$ cat src/rtl/rom_dl_ctrl.sv
// ROM download sequencer: registers the ioctl byte stream, decodes eprom regions,
// counts bytes and holds the core in reset until a full image has settled.
module rom_dl_ctrl #(
    parameter logic [24:0] ROM_END     = 25'h58000,
    parameter int          HOLD_CYCLES = 16
) (
    input  logic        CLK,
    input  logic        RESET,
    input  logic        IOCTL_DOWNLOAD,
    input  logic [7:0]  IOCTL_INDEX,
    input  logic        IOCTL_WR,
    input  logic [24:0] IOCTL_ADDR,
    input  logic [7:0]  IOCTL_DOUT,
    output logic [24:0] DL_ADDR,
    output logic [7:0]  DL_DATA,
    output logic        DL_WR,
    output logic [14:0] REGION_SEL,
    output logic        CORE_RESET,
    output logic        ROM_OK,
    output logic        ROM_ERR,
    output logic [24:0] BYTE_COUNT
);

    typedef enum logic [2:0] {
        S_IDLE,
        S_LOAD,
        S_CHECK,
        S_HOLD,
        S_RUN,
        S_ERROR
    } state_t;

    localparam logic [7:0] HOLD_INIT = 8'(HOLD_CYCLES - 1);

    state_t      state, state_nxt;
    logic        dl_d;
    logic        start;
    logic        accept;
    logic [7:0]  hold_cnt;
    logic [14:0] region_dec;

    // dl_d resets high so a download already in flight at reset is never seen as a start.
    assign start  = IOCTL_DOWNLOAD && !dl_d && (IOCTL_INDEX == 8'd0);
    assign accept = (state == S_LOAD) && IOCTL_DOWNLOAD && IOCTL_WR;

    // NOTE: every signal assigned in always_comb gets a default first, so no path can infer a latch.
    always_comb begin
        state_nxt = state;
        case (state)
            S_IDLE:  if (start) state_nxt = S_LOAD;
            S_LOAD:  if (!IOCTL_DOWNLOAD) state_nxt = S_CHECK;
            S_CHECK: state_nxt = (BYTE_COUNT >= ROM_END) ? S_HOLD : S_ERROR;
            S_HOLD: begin
                if (start)                 state_nxt = S_LOAD;
                else if (hold_cnt == 8'd0) state_nxt = S_RUN;
            end
            S_RUN, S_ERROR: if (start) state_nxt = S_LOAD;
            default: state_nxt = S_IDLE;
        endcase
    end

    always_comb begin
        CORE_RESET = 1'b1;
        ROM_OK     = 1'b0;
        ROM_ERR    = 1'b0;
        if (state == S_RUN) begin
            CORE_RESET = 1'b0;
            ROM_OK     = 1'b1;
        end
        if (state == S_ERROR) ROM_ERR = 1'b1;
    end

    // Priority by ascending address; 'h16000-'h17FFF is a dummy hole mapped to bit 14.
    always_comb begin
        region_dec = '0;
        if      (IOCTL_ADDR < 25'h08000) region_dec[0]  = 1'b1;
        else if (IOCTL_ADDR < 25'h10000) region_dec[1]  = 1'b1;
        else if (IOCTL_ADDR < 25'h12000) region_dec[2]  = 1'b1;
        else if (IOCTL_ADDR < 25'h14000) region_dec[3]  = 1'b1;
        else if (IOCTL_ADDR < 25'h16000) region_dec[4]  = 1'b1;
        else if (IOCTL_ADDR < 25'h18000) region_dec[14] = 1'b1;
        else if (IOCTL_ADDR < 25'h20000) region_dec[5]  = 1'b1;
        else if (IOCTL_ADDR < 25'h28000) region_dec[6]  = 1'b1;
        else if (IOCTL_ADDR < 25'h30000) region_dec[7]  = 1'b1;
        else if (IOCTL_ADDR < 25'h38000) region_dec[8]  = 1'b1;
        else if (IOCTL_ADDR < 25'h40000) region_dec[9]  = 1'b1;
        else if (IOCTL_ADDR < 25'h48000) region_dec[10] = 1'b1;
        else if (IOCTL_ADDR < 25'h50000) region_dec[11] = 1'b1;
        else if (IOCTL_ADDR < 25'h58000) region_dec[12] = 1'b1;
        else                             region_dec[13] = 1'b1;
    end

    // NOTE: sequential state uses non-blocking assignments so every register samples pre-edge values.
    always_ff @(posedge CLK) begin
        if (RESET) begin
            state      <= S_IDLE;
            dl_d       <= 1'b1;
            hold_cnt   <= '0;
            DL_WR      <= 1'b0;
            DL_ADDR    <= '0;
            DL_DATA    <= '0;
            REGION_SEL <= '0;
            BYTE_COUNT <= '0;
        end else begin
            state <= state_nxt;
            dl_d  <= IOCTL_DOWNLOAD;
            DL_WR <= accept;
            if (accept) begin
                DL_ADDR    <= IOCTL_ADDR;
                DL_DATA    <= IOCTL_DOUT;
                REGION_SEL <= region_dec;
            end

            if (state_nxt == S_LOAD && state != S_LOAD)
                BYTE_COUNT <= '0;
            else if (accept && BYTE_COUNT != '1)
                BYTE_COUNT <= BYTE_COUNT + 25'd1;

            if (state_nxt == S_HOLD && state != S_HOLD)
                hold_cnt <= HOLD_INIT;
            else if (state == S_HOLD && hold_cnt != 8'd0)
                hold_cnt <= hold_cnt - 8'd1;
        end
    end

endmodule
$ cat config.mk
export PLATFORM = sky130hd
export DESIGN_NAME = rom_dl_ctrl
export DESIGN_NICKNAME = d
export VERILOG_FILES = /design/src/rtl/rom_dl_ctrl.sv
export SDC_FILE = /design/constraint.sdc
export NUM_CORES = 1
export LEC_CHECK = 0
export ABC_AREA = 1
export CAP_MARGIN = 20
export CORE_AREA = 2 2 94 96
export DETAILED_ROUTE_END_ITERATION = 12
export DIE_AREA = 0 0 96 98
export HOLD_SLACK_MARGIN = 0.03
export PLACE_DENSITY_LB_ADDON = 0.08
export SETUP_SLACK_MARGIN = 0.5
export SLEW_MARGIN = 0
export SYNTH_ARGS = -nofsm -noshare
export SYNTH_HDL_FRONTEND = slang
export SYNTH_SLANG_ARGS = --single-unit
$ cat constraint.sdc
create_clock -name CLK -period 4.35 [get_ports CLK]
set_input_delay 1.305 -clock CLK [delete_from_list [all_inputs] [get_ports CLK]]
set_output_delay 1.305 -clock CLK [all_outputs]
set_load 0.05 [all_outputs]
=== Word-level counts from Yosys, hierarchy flattened ===
Index checks and enable logic that the tools add are counted.
Widths: inputs -> output; s select.

* Register bits after elaboration: 86
* Input port bits: 45
* Output and inout port bits: 77
* Logic and storage cells: 92

* Add/subtract/negate cells: 2
* Order comparisons: 15
* Equality and inequality tests: 10
* Muxes and demuxes: 39
* Reduce and logical (&&, ||, !) cells: 17

{| class="wikitable"
|+ Operators with widths
! operator !! count
|-
| $lt 25x17->1 const B || 5
|-
| $lt 25x18->1 const B || 4
|-
| $lt 25x19->1 const B || 4
|-
| $add 25x1->25 const B || 1
|-
| $ge 25x19->1 const B || 1
|-
| $lt 25x16->1 const B || 1
|-
| $ne 25x25->1 const B || 1
|-
| $mux 1 || 18
|-
| $mux 3 || 6
|-
| $logic_not 8->1 || 2
|-
| $mux 14 || 1
|-
| $mux 13 || 1
|-
| $mux 12 || 1
|-
| $mux 4 || 3
|-
| $pmux 3 s4 || 1
|-
| $mux 11 || 1
|-
| $mux 10 || 1
|-
| $eq 3x2->1 const B || 3
|-
| $mux 9 || 1
|-
| $logic_and 1x1->1 || 8
|-
| $mux 8 || 1
|-
| $reduce_bool 8->1 || 1
|-
| $sub 8x1->8 const B || 1
|-
| $mux 7 || 1
|-
| 12 further kinds || 15
|}

=== Longest topological paths before layout ===
Gate-level depths: netlist of the first run.

* Depth after elaboration: 15
* Depth in mapped cells: 12

=== Worst setup path before layout of the first run ===
No wires, ideal clock.

* Path kind: register to output
* Start: register state[1]
* End: output CORE_RESET
* Arrival: 1.581 ns
* Path slack: 1.464 ns
* Stages on the path, launching flop included: 5
* Cells stage by stage: dfxtp_1 > inv_1 > nand2_1 > nor2_1 > inv_1

* Cells in the longest elaborated chain, start to end: 2

{| class="wikitable"
|+ RTL lines
! element !! line !! RTL
|-
| start, declared || 35 || <nowiki>state_t state, state_nxt;</nowiki>
|-
| start signal, assigned || 105 || <nowiki>state <= state_nxt;</nowiki>
|-
| $eq 3x3->1 || 66 || <nowiki>if (state == S_RUN) begin</nowiki>
|-
| $mux 1 || 66 ||
|-
| end, declared || 18 || <nowiki>output logic CORE_RESET,</nowiki>
|}

No other way between the ends.

=== Worst setup path after layout of the first run ===
* Start: input IOCTL_DOWNLOAD
* End: register BYTE_COUNT[16]

* Cells in the longest elaborated chain, start to end: 7
* Elaborated cells on any way between the ends: 12
* Classes of those cells: eq/ne: 1; mux: 4; reduce/logical: 7

{| class="wikitable"
|+ RTL lines
! element !! line !! RTL
|-
| start, declared || 9 || <nowiki>input logic IOCTL_DOWNLOAD,</nowiki>
|-
| $logic_and 1x1->1 (2 in series) || 43 || <nowiki>assign start = IOCTL_DOWNLOAD && !dl_d && (IOCTL_INDEX == 8'd0);</nowiki>
|-
| $mux 3 (on tied branches) || 50, 57, 54 ||
|-
| $pmux 3 s4 || 49 || <nowiki>case (state)</nowiki>
|-
| $eq 3x1->1 || 114 || <nowiki>if (state_nxt == S_LOAD && state != S_LOAD)</nowiki>
|-
| $logic_and 1x1->1 || 114 ||
|-
| $reduce_or 2->1 (no line) || -- ||
|-
| end signal, assigned || 117 || <nowiki>BYTE_COUNT <= BYTE_COUNT + 25'd1;</nowiki>
|-
| end, declared || 21 || <nowiki>output logic [24:0] BYTE_COUNT</nowiki>
|}

Several ways; a longest one is shown, not always the timed one.
A chain may end at the register's enable or synchronous reset.

==> metrics.md, run 1 <==
| Metric | Value |
|---|---|
| Worst-Skew Late Latency | `0.36 ns` |
| Worst Setup SP | `IOCTL_DOWNLOAD` |
| Layout cells sized above 1 | `4.90%` |
| Post-CTS Setup Bufs | `0` |
| Syn Area/Cell | `6.53 sq um` |
| Run status | `completed` |
| Tot Pwr | `0.00137 W` |
| Arrival time worst endpoint | `3.38 ns` |
| Crit path largest cell delay | `0.50 ns` |
| Critical path cell sequence | `clkdlybuf4s50_1, inv_1, nor2_2, nand2_2, inv_2, nand2_4, nand2_1, a21boi_0, nor2_1` |
| Number of global-route vias before repair | `4070` |
| Routed vias | `4493` |
| Pin count of the biggest net entering global routing | `50` |
| Grt peak-use layer | `met2` |
| Chip Height | `98 um` |
| Core ar. | `0.00847 sq mm` |
| Port bufs | `121` |
| Leak | `2.11 nW` |
| Post-synthesis sequential area ratio | `40.1%` |
| Clk root buf | `clkbuf_8` |
| Nets | `819` |
| Final hold violations | `0` |
| WHS | `0.466 ns` |
| Met1 usage | `30.9%` |
| I/O pins | `122` |
| Fin crit period | `3.16 ns` |
| Final setup margin | `1.19 ns` |
| Gr usage total | `24.0%` |
| Number of synthesized flops with an enable pin | `0` |
| Final cycle utilization of the critical path | `72.5%` |
| Skew final | `0.0126 ns` |
| Clock sink total | `86` |
| Total iterations of the first detailed-routing run | `5` |
| Worst R2R Setup Slack | `2.10 ns` |
| Yosys reg bits | `86` |
| Switching power | `0.000333 W` |
| Antenna violations before repair | `0` |
| Combinational share of power | `5.0%` |
| Post-synth ARST share | `0%` |
| Area growth syn-to-layout | `32.9%` |
| Max VDD drop | `217 uV` |
| Fmax | `317 MHz` |
| Power per cell area | `240 mW/mm^2` |
| Dpl hpwl | `8.19 mm` |
| H-tree levels | `3` |
| Sw Ratio | `24.3%` |
| Avg Vias per Cell | `5.09` |
| Iter 0 DRT Violations | `191` |
| Setup crit end kind | `flop` |
| CTS Hold Bufs | `0` |
| Final ANT Viol Nets | `0` |
| Hold WC Path Type | `flop to flop` |
| Worst Tran Pin Value | `0.643 ns` |
| Clock-pin slew on the worst setup and hold paths | `0.09 ns` |
| Syn Inst Count | `657` |
| Hold Path Cell Cnt | `2` |
| Routing usage on met2 | `40.5%` |
| Clock buffer depth | `2` |
| Gpl congestion | `0.920` |
| Syn_nets | `706` |
| WL/cell | `12.7 um` |
| Global-route wire length before repair | `18.3 mm` |
| RSZ-0062 raised after global routing | `no` |
| Max FO, Critical Path | `25` |
| Register share of total power | `57.5%` |
| CP Launch Type | `input port` |
| Routed WL | `11.2 mm` |
| Starting Density | `50.7%` |
| Pre-CTS setup slack | `0.794 ns` |
| Number of cell rows | `34` |
| Fillers | `774` |
| Clk pwr share | `37.5%` |
| Max-slew violations | `0` |
| TNS Setup | `0 ns` |
| Relative slew margins | `56.7%` |
| Cts repair resizes | `0` |
| FF-to-FF Start | `state[0]` |
| Synth warnings | `0` |
| Post-route DRC | `0` |
| Mapped Area | `0.00429 sq mm` |
| GRT overflow | `0` |
| CP Class | `input port to flop` |
| Antenna Cells | `0` |
| Setup-violating endpoint count in the final report | `0` |
| Number of CTS-inserted buffers | `9` |
| Most used DFF post-synth | `dfxtp_1` |
| Max Cap Viol | `0` |
| Slowest cell on crit path | `clkdlybuf4s50_1` |
| Met3 Use GR | `4.24%` |
| CTS tree | `yes` |
| Die Wd | `96 um` |
| CP required | `4.58 ns` |
| Worst reg2reg path depth | `8` |
| Capture point of the critical path | `BYTE_COUNT[16]` |
| Die area | `0.00941 sq mm` |
| Crit Reg-Reg Endpoint | `BYTE_COUNT[16]` |
| Netlist cell types | `34` |
| Pint | `0.00104 W` |
==> state kept, by name, indices dropped and copies added, names as in the netlist <==
signal and count:
BYTE_COUNT 25, DL_ADDR 25, REGION_SEL 15, DL_DATA 8, hold_cnt 8, state 3, DL_WR 1, dl_d 1
==> cell type report <==
class / count / area, sq um / share of cell area, %
Sequential cell: 86 / 1720 / 30.2
Clock buffer: 10 / 128 / 2.24
Tap cell: 108 / 135 / 2.37
Inverter: 67 / 251 / 4.41
Timing Repair Buffer: 124 / 1230 / 21.5
Clock inverter: 6 / 46.3 / 0.811
Multi-Input combinational cell: 482 / 2190 / 38.5
==> worst max-delay path: cells and delay by family <==
family	cells	cell delay, ns
buffers and inverters	3	1.00
and+or+nand+nor	5	0.89
AOI/OAI and AO/OA	1	0.19
==> routing by layer <==
| metal | part of all wire (%) | vias to the layer above |
|---|---|---|
| li1 | - | 2276 |
| met5 | 0 | - |
| met2 | 50 | 134 |
| met1 | 44 | 2070 |
| met4 | 1.2 | 0 |
| met3 | 5.3 | 13 |
==> cell usage after synthesis (4+ instances only) <==
| cell type | instances | area share, % |
|---|---|---|
| a21oi_1 | 56 | 6.5 |
| buf_2 | 6 | 0.70 |
| buf_6 | 4 | 1.0 |
| clkbuf_1 | 11 | 0.96 |
| dfxtp_1 | 86 | 40 |
| ha_1 | 4 | 1.2 |
| inv_1 | 64 | 5.6 |
| nand2_1 | 211 | 18 |
| nand3_1 | 33 | 3.8 |
| nand4_1 | 9 | 1.3 |
| nor2_1 | 110 | 9.6 |
| nor3_1 | 4 | 0.47 |
| o21ai_0 | 14 | 1.6 |
| o21ai_1 | 4 | 0.47 |
| xnor2_1 | 6 | 1.2 |
| xor2_1 | 4 | 0.82 |
==> cell families after synthesis <==
family,synth area share [%]
AO/OA/AOI/OAI,10.8
XOR/XNOR,2.04
adder cells (fa/ha/maj),1.17
buffers and inverters,8.75
flip-flops,40.1
AND/OR/NAND/NOR,37.1
==> how the worst min path moves through the flow <==
stage | slack [ns] | end | start
global placement | 0.45 | DL_ADDR[0] | DL_ADDR[0]
global route | 0.49 | DL_ADDR[4] | DL_ADDR[4]
floorplan | 0.45 | hold_cnt[6] | hold_cnt[6]
detailed placement | 0.46 | DL_ADDR[19] | DL_ADDR[19]
finish | 0.47 | DL_ADDR[15] | DL_ADDR[15]
CTS | 0.47 | DL_ADDR[15] | DL_ADDR[15]
==> power by group through the flow <==
stage / combinational (W) / clock [W] / sequential [W]
2_1_floorplan: 0.0000210 / 0 / 0.000806
3_3_place_gp: 0.0000674 / 0 / 0.000806
3_5_place_dp: 0.0000683 / 0 / 0.000806
4_1_cts: 0.0000686 / 0.000524 / 0.000787
5_1_grt: 0.0000740 / 0.000552 / 0.000788
6_report: 0.0000688 / 0.000513 / 0.000787
==> cells in the final DEF, fill, tap and decap left out, drive strengths merged <==
cell type,count
nand2,217
nand4,9
o31ai,1
o211ai,2
xnor2,6
nor2,116
nor3,5
dfxtp,86
clkinvlp,2
nand3b,2
xor2,4
clkbuf,10
a32oi,1
clkdlybuf4s50,120
nand3,33
buf,4
nor4,1
clkinv,3
o21a,1
ha,4
o21ai,20
inv,68
a21boi,1
o21bai,2
a21oi,57
==> through the flow <==
step                      cells  util, %  cell area (sq um)
after global routing        883     67.4               5710
after detailed placement    867     65.3               5530
after floorplan             657        -               4290
after global placement      867     65.3               5530
final                       883     67.4               5710
after CTS                   883     67.4               5710
(Power assumes the default switching activity.)
==> inputs of run 2 (changes only) <==
- CORE_AREA: 2 2 94 96 -> 2 2 103 105
- DIE_AREA: 0 0 96 98 -> 0 0 105 107
- clock period: 4.35 -> 2.7 ns (I/O delays scaled with it)
==> run 2 against run 1 <==
Net effect: power up 83%; via count down 1.4%; largest cell class unchanged; core utilization down 9.7 points; cell count up 3.9%; sequential power up 61%; largest power group unchanged; wire length up 2.9%; flip-flop and latch count unchanged; clock skew down 0.0030 ns; die area up 19%; global-route usage down 2.9 points; final area up 2.0%; worst hold slack worse by 0.0040 ns.
==> metrics.md, run 2 (same netlist as run 1, synthesis figures left out) <==
| Metric | Value |
|---|---|
| Skew final | `0.00960 ns` |
| Footprint of the multi-input gates | `0.00221 sq mm` |
| Commonest non-fill, non-tap cell in the layout | `nand2_1` |
| Non-filler cells, final | `917` |
| Cell total after placement | `902` |
| Slowest cell on crit path | `clkdlybuf4s15_1` |
| Worst path top cell family by delay | `buffers and inverters` |
| Combinational share of power | `4.7%` |
| Clock sink total | `86` |
| Number of global-route vias before repair | `4214` |
| Antenna violations before repair | `0` |
| Chip Height | `107 um` |
| Post-route DRC | `0` |
| Setup-violating endpoint count in the final report | `0` |
| WL/cell | `12.5 um` |
| Worst Setup SP | `BYTE_COUNT[8]` |
| Nets | `826` |
| Pin count of the biggest net entering global routing | `47` |
| Final ANT Viol Nets | `0` |
| Worst Tran Pin Value | `0.651 ns` |
| Clk pwr share | `44.6%` |
| Final core occ | `57.7%` |
| Gr usage total | `21.1%` |
| Worst reg2reg path depth | `10` |
| FF-to-FF Start | `BYTE_COUNT[0]` |
| I/O pins | `122` |
| Number of cell rows | `37` |
| Area growth syn-to-layout | `35.6%` |
| CP Class | `flop to output pin` |
| Crit path largest cell delay | `0.54 ns` |
| Pint | `0.00197 W` |
| TNS Setup | `0 ns` |
| Fillers | `1058` |
| Setup crit end kind | `output pin` |
| Top flop regs | `BYTE_COUNT (25), DL_ADDR (25), REGION_SEL (15)` |
| Routed WL | `11.5 mm` |
| Arrival time worst endpoint | `1.35 ns` |
| H-tree levels | `3` |
| WHS | `0.462 ns` |
| CP Launch Type | `flop` |
| Clk root buf | `clkbuf_8` |
| Routed vias | `4432` |
| Worst-Skew Late Latency | `0.36 ns` |
| CP required | `1.89 ns` |
| Worst R2R Setup Slack | `0.82 ns` |
| RSZ-0062 raised after global routing | `yes` |
| Starting Density | `42.5%` |
| Hold WC Path Type | `flop to flop` |
| Global-route wire length before repair | `19.4 mm` |
| Switching power | `0.000526 W` |
| GRT overflow | `0` |
| Max FO, Critical Path | `5` |
| Number of CTS-inserted buffers | `9` |
| Die area | `0.0112 sq mm` |
| Post-CTS Setup Bufs | `0` |
| Max Cap Viol | `0` |
| Max-slew violations | `0` |
| CTS tree | `yes` |
| Sw Ratio | `21.0%` |
| Register share of total power | `50.7%` |
| Hold worst-path end | `REGION_SEL[6]` |
| Most frequent cells in the layout | `nand2_1, nor2_1, dfxtp_1` |
| Run status | `completed` |
| Crit Reg-Reg Endpoint | `BYTE_COUNT[16]` |
| Post-route cell area | `0.00582 sq mm` |
| Clock buffer depth | `2` |
| Relative slew margins | `56.1%` |
| Final cycle utilization of the critical path | `79.9%` |
| Hold Path Cell Cnt | `2` |
| Total iterations of the first detailed-routing run | `5` |
| Antenna Cells | `0` |
| Iter 0 DRT Violations | `138` |
| Dpl hpwl | `8.53 mm` |
| Max VDD drop | `243 uV` |
| Die Wd | `105 um` |
| Buf/Inv on CP | `1` |
| Power per cell area | `430 mW/mm^2` |
| Final hold violations | `0` |
| Leak | `2.51 nW` |
| Clock-pin slew on the worst setup and hold paths | `0.08 ns` |
| Fmax | `463 MHz` |
| Port bufs | `121` |
| Post-placement cell area | `0.00568 sq mm` |
| Layout cells sized above 1 | `7.43%` |
| Fin crit period | `2.16 ns` |
| Avg Vias per Cell | `4.83` |
| Reg area | `0.00172 sq mm` |
| Critical path cell sequence | `clkdlybuf4s15_1` |
| Gpl congestion | `0.936` |
| Core ar. | `0.0101 sq mm` |
| Hold Crit Start | `REGION_SEL[6]` |
[run 2: worst max-delay path by stage]
stage                                 to  slack (ns)  depth (start not counted)
after CTS                        ROM_ERR        0.35                          3
after detailed placement  BYTE_COUNT[16]        0.19                          9
final                      BYTE_COUNT[8]        0.54                          1
after global placement     BYTE_COUNT[3]        0.22                         10
after global routing             ROM_ERR        0.49                          3
after floorplan               CORE_RESET        0.62                          4
[run 2: metrics by stage]
stage	power [W]	setup WS (ns)
floorplan	0.00133	0.620
global placement	0.00141	0.220
detailed placement	0.00142	0.186
CTS	0.00253	0.350
global route	0.00260	0.491
finish	0.00250	0.542
[run 2: layer usage]
metal / GRT usage (%) / vias up / wire length (um)
li1: - / 2303 / -
met1: 24.7 / 2020 / 4900
met2: 37.4 / 99 / 5760
met3: 6.75 / 10 / 709
met4: 5.24 / 0 / 116
met5: 0 / - / 0
[run 2: final cells by class]
type,count,area share (%)
clock buffer,10,2.37
inverter,67,4.36
sequential,86,29.6
multi-input combinational,482,38.0
tap,136,2.92
timing repair buffer,131,20.9
clock inverter,5,1.85
[run 2: power by group through the flow]
stage | sequential [W] | combinational, W | clock (W)
detailed placement | 0.00130 | 0.000117 | 0
CTS | 0.00127 | 0.000118 | 0.00115
global placement | 0.00130 | 0.000116 | 0
global route | 0.00127 | 0.000127 | 0.00121
floorplan | 0.00130 | 0.0000339 | 0
finish | 0.00127 | 0.000118 | 0.00111
[run 2: worst reg2reg max path: cells and delay by family, from the launching register on]
| family | cells | cell delay, ns |
|---|---|---|
| buf+inv | 1 | 0.12 |
| fa+ha+maj | 1 | 0.28 |
| simple gates | 7 | 0.85 |
| compound gates | 1 | 0.13 |
| flops | 1 | 0.44 |
[run 2: timing repair]
item	CTS	global route
pin swaps	0	0
gates resized for setup	88	28
endpoints found under the setup margin	77	28
hold buffers	0	0
